[src/rtl/ps2_bitrec.sv]
// ps2_bitrec: PS/2 keyboard receiver; synchronises and de-glitches the pins, deserialises 11-bit frames, strobes out good bytes
// Ports: clk system clock; resetN sync active-low reset; kbd_clk/kbd_dat raw PS/2 pins (idle high);
//        dout last good byte; dout_new 1-cycle update strobe; parity_err / frame_err 1-cycle error strobes
module ps2_bitrec #(
    parameter int SYNC_STAGES = 2,
    parameter int FILT_LEN    = 4,
    parameter int TIMEOUT_CYC = 50000
) (
    input  logic       clk,
    input  logic       resetN,
    input  logic       kbd_clk,
    input  logic       kbd_dat,
    output logic [7:0] dout,
    output logic       dout_new,
    output logic       parity_err,
    output logic       frame_err
);
    localparam int FW = $clog2(FILT_LEN + 1);
    localparam int TW = $clog2(TIMEOUT_CYC + 1);
    typedef enum logic [1:0] {IDLE, DATA, PARITY, STOP} state_t;
    state_t                 state_q, state_d;
    logic [SYNC_STAGES-1:0] clk_sync_q, dat_sync_q;
    logic                   filt_q;
    logic [FW-1:0]          filt_cnt_q;
    logic                   clk_s, dat_s, flip, fall_det;
    logic [2:0]             bit_cnt_q, bit_cnt_d;
    logic [7:0]             sh_q, sh_d, dout_q, dout_d;
    logic                   par_q, par_d;
    logic [TW-1:0]          tmo_q, tmo_d;
    logic                   dout_new_q, dout_new_d, parity_err_q, parity_err_d, frame_err_q, frame_err_d;
    assign clk_s    = clk_sync_q[SYNC_STAGES-1];
    assign dat_s    = dat_sync_q[SYNC_STAGES-1];
    // the FILT_LEN-th consecutive differing sample flips the filtered clock
    assign flip     = (clk_s != filt_q) && (filt_cnt_q == FW'(FILT_LEN - 1));
    assign fall_det = flip && filt_q;
    always_ff @(posedge clk) begin
        if (!resetN) begin
            clk_sync_q <= '1;
            dat_sync_q <= '1;
            filt_q     <= 1'b1;
            filt_cnt_q <= '0;
        end else begin
            clk_sync_q <= {clk_sync_q[SYNC_STAGES-2:0], kbd_clk};
            dat_sync_q <= {dat_sync_q[SYNC_STAGES-2:0], kbd_dat};
            filt_q     <= flip ? ~filt_q : filt_q;
            filt_cnt_q <= (flip || clk_s == filt_q) ? '0 : filt_cnt_q + 1'b1;
        end
    end
    always_comb begin
        state_d      = state_q;
        bit_cnt_d    = bit_cnt_q;
        sh_d         = sh_q;
        par_d        = par_q;
        dout_d       = dout_q;
        dout_new_d   = 1'b0;
        parity_err_d = 1'b0;
        frame_err_d  = 1'b0;
        tmo_d        = (state_q == IDLE || fall_det) ? '0 : tmo_q + 1'b1;
        // a falling edge takes priority over a simultaneous timeout
        if (fall_det) begin
            case (state_q)
                IDLE: begin
                    state_d   = dat_s ? IDLE : DATA;
                    bit_cnt_d = '0;
                end
                DATA: begin
                    sh_d      = {dat_s, sh_q[7:1]};
                    bit_cnt_d = bit_cnt_q + 3'd1;
                    state_d   = (bit_cnt_q == 3'd7) ? PARITY : DATA;
                end
                PARITY: begin
                    par_d   = dat_s;
                    state_d = STOP;
                end
                default: begin
                    state_d      = IDLE;
                    frame_err_d  = !dat_s;
                    dout_new_d   = dat_s && (^{sh_q, par_q});
                    parity_err_d = dat_s && !(^{sh_q, par_q});
                    dout_d       = dout_new_d ? sh_q : dout_q;
                end
            endcase
        end else if (state_q != IDLE && tmo_q == TW'(TIMEOUT_CYC)) begin
            state_d     = IDLE;
            frame_err_d = 1'b1;
        end
    end
    always_ff @(posedge clk) begin
        if (!resetN) begin
            state_q      <= IDLE;
            bit_cnt_q    <= '0;
            sh_q         <= '0;
            par_q        <= 1'b0;
            tmo_q        <= '0;
            dout_q       <= '0;
            dout_new_q   <= 1'b0;
            parity_err_q <= 1'b0;
            frame_err_q  <= 1'b0;
        end else begin
            state_q      <= state_d;
            bit_cnt_q    <= bit_cnt_d;
            sh_q         <= sh_d;
            par_q        <= par_d;
            tmo_q        <= tmo_d;
            dout_q       <= dout_d;
            dout_new_q   <= dout_new_d;
            parity_err_q <= parity_err_d;
            frame_err_q  <= frame_err_d;
        end
    end
    assign dout       = dout_q;
    assign dout_new   = dout_new_q;
    assign parity_err = parity_err_q;
    assign frame_err  = frame_err_q;
endmodule
[config.mk]
export PLATFORM = sky130hd
export DESIGN_NAME = ps2_bitrec
export DESIGN_NICKNAME = d
export VERILOG_FILES = /design/src/rtl/ps2_bitrec.sv
export SDC_FILE = /design/constraint.sdc
export NUM_CORES = 1
export LEC_CHECK = 0
export ABC_AREA = 1
export CELL_PAD_IN_SITES_DETAIL_PLACEMENT = 0
export CELL_PAD_IN_SITES_GLOBAL_PLACEMENT = 1
export CORE_AREA = 2 2 83 85
export CTS_CLUSTER_DIAMETER = 150
export DETAILED_ROUTE_END_ITERATION = 8
export DIE_AREA = 0 0 85 87
export GPL_ROUTABILITY_DRIVEN = 0
export PLACE_DENSITY_LB_ADDON = 0.1
export SETUP_SLACK_MARGIN = 0.02
export SLEW_MARGIN = 10
export SYNTH_ARGS = -nofsm -noshare
export SYNTH_HDL_FRONTEND = slang
export SYNTH_SLANG_ARGS = --single-unit
[constraint.sdc]
create_clock -name clk -period 4 [get_ports clk]
set_input_delay 0.6 -clock clk [delete_from_list [all_inputs] [get_ports clk]]
set_output_delay 0.6 -clock clk [all_outputs]
set_load 0.01 [all_outputs]
==> results of run 1 <==
## registers in the layout, summed over array words and instances (netlist names)
| signal | count |
|---|---|
| bit_cnt_q | 3 |
| clk_sync_q | 2 |
| dat_sync_q | 2 |
| dout | 8 |
| dout_new | 1 |
| filt_cnt_q | 3 |
| filt_q | 1 |
| frame_err | 1 |
| par_q | 1 |
| parity_err | 1 |
| sh_q | 8 |
| state_q | 2 |
| tmo_q | 16 |
## layer usage
metal | wire [um] | global-route usage | part of all wire | vias to the layer above
li1 | - | - | - | 1017
met1 | 2180 | 0.178 | 0.50 | 809
met2 | 2000 | 0.217 | 0.46 | 20
met3 | 119 | 0.0313 | 0.027 | 4
met4 | 45 | 0.0390 | 0.010 | 0
met5 | 0 | 0 | 0 | -
## worst register-to-register path: stages (launching register included)
cell and delay, ns:
dfxtp_1 0.35, ha_1 0.15, ha_1 0.16, inv_1 0.08
nor3b_4 0.38, inv_4 0.10, nor3_4 0.56, nand4_1 0.19
nand2_1 0.10, a21oi_1 0.04
## cells in the mapped netlist
cell and instances:
nand2_1 69, dfxtp_1 49, inv_1 36, a21oi_1 35, nor2_1 31, o21ai_0 17, nand3_1 14, nor3_1 10
ha_1 6, or2_2 6, clkbuf_1 3, nand4_1 3, o21a_1 3, a31oi_1 2, nand2_2 2, nor3_4 2
a211oi_1 1, a311oi_1 1, buf_2 1, buf_6 1, clkbuf_8 1, clkinv_1 1, inv_2 1, inv_4 1
nand2_4 1, nor2_4 1, nor3b_1 1, nor3b_4 1, nor4_1 1, xnor2_1 1, xor2_1 1
## cell usage in the layout, fill, tap and decap left out, types with 6 or more instances in the layout
cell type        instances
or2_2                    6
dfxtp_1                 49
clkbuf_8                 6
ha_1                     6
inv_1                   36
o21ai_0                 17
nand2_1                 69
clkdlybuf4s50_1         14
nor3_1                  10
a21oi_1                 35
nor2_1                  31
nand3_1                 14
## power by group
part | leakage [nW] | internal (mW) | total (mW) | switching, mW
Clock | 0.0512 | 0.140 | 0.302 | 0.162
Sequential | 0.396 | 0.489 | 0.491 | 0.00106
Combinational | 0.525 | 0.00657 | 0.0151 | 0.00857
Total | 0.972 | 0.636 | 0.808 | 0.171
## worst paths after layout
kind / startpoint / endpoint / slack [ns] / cells past startpoint
worst min register to register: clk_sync_q[0] / clk_sync_q[1] / 0.43 / 1
worst max-delay path: resetN / tmo_q[10] / 1.71 / 7
worst min-delay path: clk_sync_q[0] / clk_sync_q[1] / 0.43 / 1
worst max register to register: filt_cnt_q[0] / dout[7] / 1.78 / 9
## final cells by class
| class | count | area [um2] |
|---|---|---|
| Inverter | 39 | 149 |
| Tap cell | 80 | 100 |
| Clock inverter | 2 | 13.8 |
| Fill cell | 705 | 4040 |
| Sequential cell | 49 | 981 |
| Clock buffer | 6 | 82.6 |
| Multi-Input combinational cell | 209 | 1060 |
| Timing Repair Buffer | 15 | 148 |
## cell families after synthesis
logic type                 Yosys count
adders and majority gates            6
and+or+nand+nor                    142
xor gates and xnor gates             2
AOI/OAI and AO/OA                   59
buffers and inverters               45
DFF                                 49
==> results.json, run 1 <==
{
  "yosysWarnings": 0,
  "cts-htree-levels": 2,
  "start_util": 0.339,
  "synth_top_family_by_area": "simple AND/OR/NAND/NOR gates",
  "tritoncts": "done",
  "area_growth_pct": 13.6,
  "ant_nets": 0,
  "synth.area.mux_share": 0,
  "leakage_nw": 0.972,
  "grt_use_total": 0.134,
  "tns_ns": 0,
  "cts_made_buffers": 5,
  "num_rows": 30,
  "synth-compound-area-share": 0.140,
  "fin_crit_sh": 0.572,
  "port_buffers": 14,
  "power_density_nw_per_um2": 319,
  "dpl_cell_area_um2": 2430,
  "fp.dieW_um": 85,
  "hold_slack_ns": 0.425,
  "maxCapViolCount": 0,
  "synth_top_area_share": 0.440,
  "arrival_ns": 2.53,
  "fin_nets": 329,
  "total_power_mw": 0.808,
  "n_antenna_cell": 0,
  "pre_cts_ws_ns": 1.36,
  "worstPathRequired_ns": 4.24,
  "cts_setup_buffers": 0,
  "dpl.hpwl_um": 3250,
  "grt_pass1_wl_um": 7980,
  "grt_max_degree": 21,
  "fin_crit_ns": 2.29,
  "clkLatencyLatePin_ns": 0.30,
  "tightest_slew_ns": 0.711,
  "crit_fanout": 20,
  "first_global_vias": 1760,
  "netlist_area_um2": 2230,
  "hold_viol_final": 0,
  "fmax_mhz": 437,
  "die-area_um2": 7400,
  "synthAdderAreaFrac": 0.0337,
  "cts-root-buf": "clkbuf_8",
  "yosysUniqueCellTypes": 31,
  "endpoint_kind": "flip-flop",
  "grt_setup_unrepaired": "false",
  "drc_errors": 0,
  "drtIter0Drc": 109,
  "seq_area_frac_synth": 0.440,
  "clk_path_buf_depth": 2,
  "ioPinCount": 15,
  "drive_above_1_share": 0.0750,
  "synth_area_leaders": "dfxtp_1 44%, nand2_1 12%, a21oi_1 7.9%",
  "ys_seq_elements": 49,
  "fp.coreArea_um2": 6570,
  "startpoint_type": "primary input",
  "ir_drop_mv": 0.144,
  "fp.dieH_um": 87,
  "worst-path-buf-inv": 4,
  "postSynthAreaPerCell_um2": 7.35,
  "path_delay_family": "buffers and inverters",
  "stdcell_count": 400,
  "synthXorXnorAreaFrac": 0.00787,
  "fin_ws_ns": 1.71,
  "place_inst": 392,
  "drtPass1Iterations": 4,
  "slew_violations": 0,
  "final_area_um2": 2530,
  "critPathKind": "primary input to flip-flop",
  "grt_overflow_total": 0,
  "cts_resized": 0,
  "wl_per_cell_um": 10.9,
  "clkTransAtPathRegs_ns": 0.09,
  "final_util": 0.385,
  "synthesis.nets": 313,
  "cts-hold-fix-buffers": 0,
  "outcome": "finished, final reports clean",
  "skew_ns": 0.0105,
  "synthCells": 303,
  "drt_wl_total_um": 4340,
  "finalSetupViolations": 0,
  "slowest_delay_ns": 0.45,
  "synth_top_area_cell": "dfxtp_1",
  "hold_class": "flip-flop to flip-flop",
  "antenna_found_initial": 0,
  "vias_per_cell": 4.63,
  "synthSimpleGateAreaFrac": 0.293,
  "cp_slowest_cell": "clkdlybuf4s50_1",
  "clkSinkCount": 49,
  "relSlewSlack": 0.524,
  "num_vias": 1850,
  "critical_path.cell_chain": "clkdlybuf4s50_1 > buf_4 > inv_1 > nor3_4 > clkinv_1 > a21oi_1 > o21a_1"
}
Power figures use the tool's default switching activity.
==> run 2, diff against run 1 <==
Clock period 4 ns to 2.2 ns, I/O delays scaled along.
==> results.json, run 2 (synthesis gave the netlist of run 1 again) <==
{
  "dpl_cell_area_um2": 2460,
  "fp.dieH_um": 87,
  "tightest_slew_ns": 0.381,
  "area_growth_pct": 13.9,
  "leakage_nw": 0.980,
  "use_met1": 0.175,
  "wl_per_cell_um": 11.4,
  "grt_use_total": 0.133,
  "num_vias": 1888,
  "hold_class": "flip-flop to flip-flop",
  "antenna_found_initial": 0,
  "ir_drop_mv": 0.271,
  "cp_slowest_cell": "nor3b_4",
  "slew_violations": 0,
  "endpoint_kind": "flip-flop",
  "fin_nets": 333,
  "first_global_vias": 1744,
  "startpoint_type": "flip-flop",
  "fin_crit_ns": 1.94,
  "reg2reg_slack_ns": 0.26,
  "grt_setup_unrepaired": "false",
  "drtPass1Iterations": 4,
  "grt_overflow_total": 0,
  "drc_errors": 0,
  "cts_setup_buffers": 0,
  "port_buffers": 14,
  "power_density_nw_per_um2": 557,
  "cts_resized": 0,
  "clkLatencyLatePin_ns": 0.29,
  "top_register": "tmo_q",
  "clk_path_buf_depth": 2,
  "fp.dieW_um": 85,
  "cts-root-buf": "clkbuf_8",
  "critical_path.cell_chain": "ha_1 > ha_1 > inv_1 > nor3b_4 > inv_4 > nor2_4 > nand2_2 > inv_1 > nor2_1 > a211oi_1",
  "critPathKind": "flip-flop to flip-flop",
  "met2_usage": 0.219,
  "tritoncts": "done",
  "cts-hold-fix-buffers": 0,
  "dpl.hpwl_um": 3340,
  "busiest_layer": "met2",
  "worstPathRequired_ns": 2.41,
  "drive_above_1_share": 0.0807,
  "die-area_um2": 7400,
  "tns_ns": 0,
  "drt_wl_total_um": 4580,
  "hold_viol_final": 0,
  "start_util": 0.339,
  "finalSetupViolations": 0,
  "slowest_delay_ns": 0.36,
  "worst-path-buf-inv": 3,
  "fill_cells": 708,
  "arrival_ns": 2.16,
  "grt_pass1_wl_um": 7920,
  "skew_ns": 0.00425,
  "path_delay_family": "simple AND/OR/NAND/NOR gates",
  "fmax_mhz": 515,
  "fp.coreArea_um2": 6570,
  "clkSinkCount": 49,
  "grt_use_met3": 0.0313,
  "final_area_um2": 2540,
  "grt_max_degree": 20,
  "outcome": "finished, final reports clean",
  "clkTransAtPathRegs_ns": 0.08,
  "hold_slack_ns": 0.416,
  "ioPinCount": 15,
  "largest_reg_flops": 16,
  "num_rows": 30,
  "final_cell_mix": "69 x nand2_1, 49 x dfxtp_1, 36 x inv_1, 35 x a21oi_1, 31 x nor2_1",
  "maxCapViolCount": 0,
  "cts_made_buffers": 5,
  "fin_crit_sh": 0.883,
  "vias_per_cell": 4.70,
  "crit_fanout": 17,
  "cts-htree-levels": 2,
  "relSlewSlack": 0.746,
  "total_power_mw": 1.41,
  "n_antenna_cell": 0,
  "ant_nets": 0,
  "drtIter0Drc": 63,
  "layout_commonest_cell": "nand2_1"
}
[run 2: report_power, final]
| group | switching [mW] | internal (mW) |
|---|---|---|
| registers | 0.00205 | 0.890 |
| logic | 0.0168 | 0.0131 |
| clock network | 0.281 | 0.210 |
[run 2: metal layers]
metal | part of all wire | vias to the layer above
li1 | - | 1016
met1 | 0.51 | 853
met2 | 0.47 | 17
met3 | 0.022 | 2
met4 | 0.0055 | 0
met5 | 0 | -
[run 2: path summary, 6_finish.rpt]
check                                    from       endpoint  cells after the start
worst max-delay path            filt_cnt_q[0]   bit_cnt_q[0]                     10
worst min-delay path            dat_sync_q[0]  dat_sync_q[1]                      1
worst max register to register  filt_cnt_q[0]   bit_cnt_q[0]                     10
worst min register to register  dat_sync_q[0]  dat_sync_q[1]                      1
[run 2: cell type report]
class                           count  area, um2  share of cell area
Clock buffer                        5       68.8              0.0271
Clock inverter                      1       5.00             0.00197
Inverter                           39        149              0.0587
Multi-Input combinational cell    209       1060               0.416
Sequential cell                    49        981               0.387
Tap cell                           80        100              0.0394
Timing Repair Buffer               19        178              0.0700
[run 2: metrics by stage]
step	cells	setup slack (ns)	util
2_1_floorplan	303	0.425	-
3_3_place_gp	396	0.300	0.375
3_5_place_dp	396	0.252	0.375
4_1_cts	402	0.229	0.386
5_1_grt	402	0.0206	0.386
6_report	402	0.258	0.386
==> run 3, diff against run 2 <==
Settings changed: MAX_ROUTING_LAYER from default to met4, RECOVER_POWER from default to 50.
Clock period 2.2 ns to 2.5 ns, I/O delays scaled along.
==> results.json, run 3 (synthesis gave the netlist of run 1 again) <==
{
  "slew_violations": 0,
  "endpoint_kind": "flip-flop",
  "dpl.hpwl_um": 3320,
  "fp.coreArea_um2": 6570,
  "ant_nets": 0,
  "grt_use_total": 0.137,
  "crit_path_start": "filt_cnt_q[0]",
  "cp_slowest_cell": "nor3b_4",
  "final_util": 0.385,
  "grt_pass1_wl_um": 7930,
  "endpoint": "bit_cnt_q[0]",
  "num_vias": 1886,
  "clkTransAtPathRegs_ns": 0.09,
  "final_cell_mix": "69 x nand2_1, 49 x dfxtp_1, 36 x inv_1, 35 x a21oi_1, 31 x nor2_1",
  "clk_path_buf_depth": 2,
  "power_density_nw_per_um2": 501,
  "cts-htree-levels": 2,
  "place_inst": 394,
  "skew_ns": 0.00532,
  "crit_fanout": 17,
  "hold_viol_final": 0,
  "drtPass1Iterations": 4,
  "drtIter0Drc": 66,
  "outcome": "finished, final reports clean",
  "critical_path.cell_chain": "ha_1 > ha_1 > inv_1 > nor3b_4 > inv_4 > nor2_4 > nand2_2 > inv_1 > nor2_1 > a211oi_1",
  "largest_reg_flops": 16,
  "fp.dieW_um": 85,
  "drt_wl_total_um": 4520,
  "cts_resized": 0,
  "p_sw_frac": 0.216,
  "pwr-share-seq": 0.620,
  "maxCapViolCount": 0,
  "fin_crit_ns": 1.96,
  "cts_setup_buffers": 0,
  "layout_commonest_cell": "nand2_1",
  "wl_per_cell_um": 11.3,
  "grt_max_degree": 20,
  "reg2reg_slack_ns": 0.54,
  "die-area_um2": 7400,
  "r2r_cells": 10,
  "crit_cells": 10,
  "startpoint_type": "flip-flop",
  "finalSetupViolations": 0,
  "switchingPower_mw": 0.274,
  "antenna_found_initial": 0,
  "drive_above_1_share": 0.0714,
  "top_register": "tmo_q",
  "cts-hold-fix-buffers": 0,
  "critPathKind": "flip-flop to flip-flop",
  "arrival_ns": 2.18,
  "num_rows": 30,
  "p_int_mw": 0.992,
  "tns_ns": 0,
  "worstPathRequired_ns": 2.72,
  "slowest_delay_ns": 0.37,
  "cts_made_buffers": 5,
  "grt_setup_unrepaired": "false",
  "clkSinkCount": 49,
  "worst-path-buf-inv": 3,
  "vias_per_cell": 4.69,
  "fp.dieH_um": 87,
  "fin_nets": 331,
  "relSlewSlack": 0.658,
  "fin_crit_sh": 0.783,
  "ioPinCount": 15,
  "first_global_vias": 1758,
  "path_delay_family": "simple AND/OR/NAND/NOR gates",
  "fmax_mhz": 511,
  "clkLatencyLatePin_ns": 0.30,
  "leakage_nw": 1.01,
  "combPwrFrac": 0.020,
  "n_antenna_cell": 0,
  "port_buffers": 14,
  "r2r-start": "filt_cnt_q[0]",
  "tightest_slew_ns": 0.512,
  "drc_errors": 0,
  "holdPathStages": 1,
  "p_clk_frac": 0.360,
  "reg2reg_to": "bit_cnt_q[0]",
  "start_util": 0.339,
  "ir_drop_mv": 0.216,
  "stdcell_count": 402,
  "hold_class": "flip-flop to flip-flop",
  "tritoncts": "done",
  "area_growth_pct": 13.5,
  "cts-root-buf": "clkbuf_8",
  "grt_overflow_total": 0
}
==> run 3: power groups by stage <==
stage          registers (mW)  logic [mW]  clock network [mW]
2_1_floorplan           0.803      0.0159                   0
3_3_place_gp            0.803      0.0267                   0
3_5_place_dp            0.803      0.0267                   0
4_1_cts                 0.785      0.0270               0.488
5_1_grt                 0.786      0.0284               0.517
6_report                0.785      0.0253               0.456
==> run 3: final cells by class <==
| cell class | instances | area, um2 |
|---|---|---|
| clock inverters | 1 | 7.51 |
| well taps | 80 | 100 |
| repair buffers | 17 | 159 |
| inverters | 39 | 149 |
| flip-flops and latches | 49 | 981 |
| multi-input cells | 209 | 1060 |
| clock buffers | 7 | 76.3 |
| fillers | 729 | 4040 |
==> run 3: worst min path at each step <==
stage | start | end | slack, ns
2_1_floorplan | clk_sync_q[0] | clk_sync_q[1] | 0.39
3_5_place_dp | dat_sync_q[0] | dat_sync_q[1] | 0.40
5_1_grt | clk_sync_q[0] | clk_sync_q[1] | 0.44
4_1_cts | dat_sync_q[0] | dat_sync_q[1] | 0.42
6_report | dat_sync_q[0] | dat_sync_q[1] | 0.42
3_3_place_gp | dat_sync_q[0] | dat_sync_q[1] | 0.40
==> run 3: routing by layer <==
metal  up-vias  global-route usage  routed length (um)
met4         0              0.0433                  68
met1       848               0.172                2210
met2        15               0.220                2130
met5         -                   -                   0
li1       1017                   -                   -
met3         6              0.0313                 110
==> run 3: metrics by stage <==
step                      cell area [um2]  setup WS (ns)  hold slack [ns]  power, mW
final                                2530          0.542            0.419       1.27
after global routing                 2530          0.307            0.441       1.33
after CTS                            2530          0.494            0.422       1.30
after detailed placement             2450          0.443            0.399      0.830
after global placement               2450          0.440            0.396      0.830
after floorplan                      2230          0.725            0.393      0.819
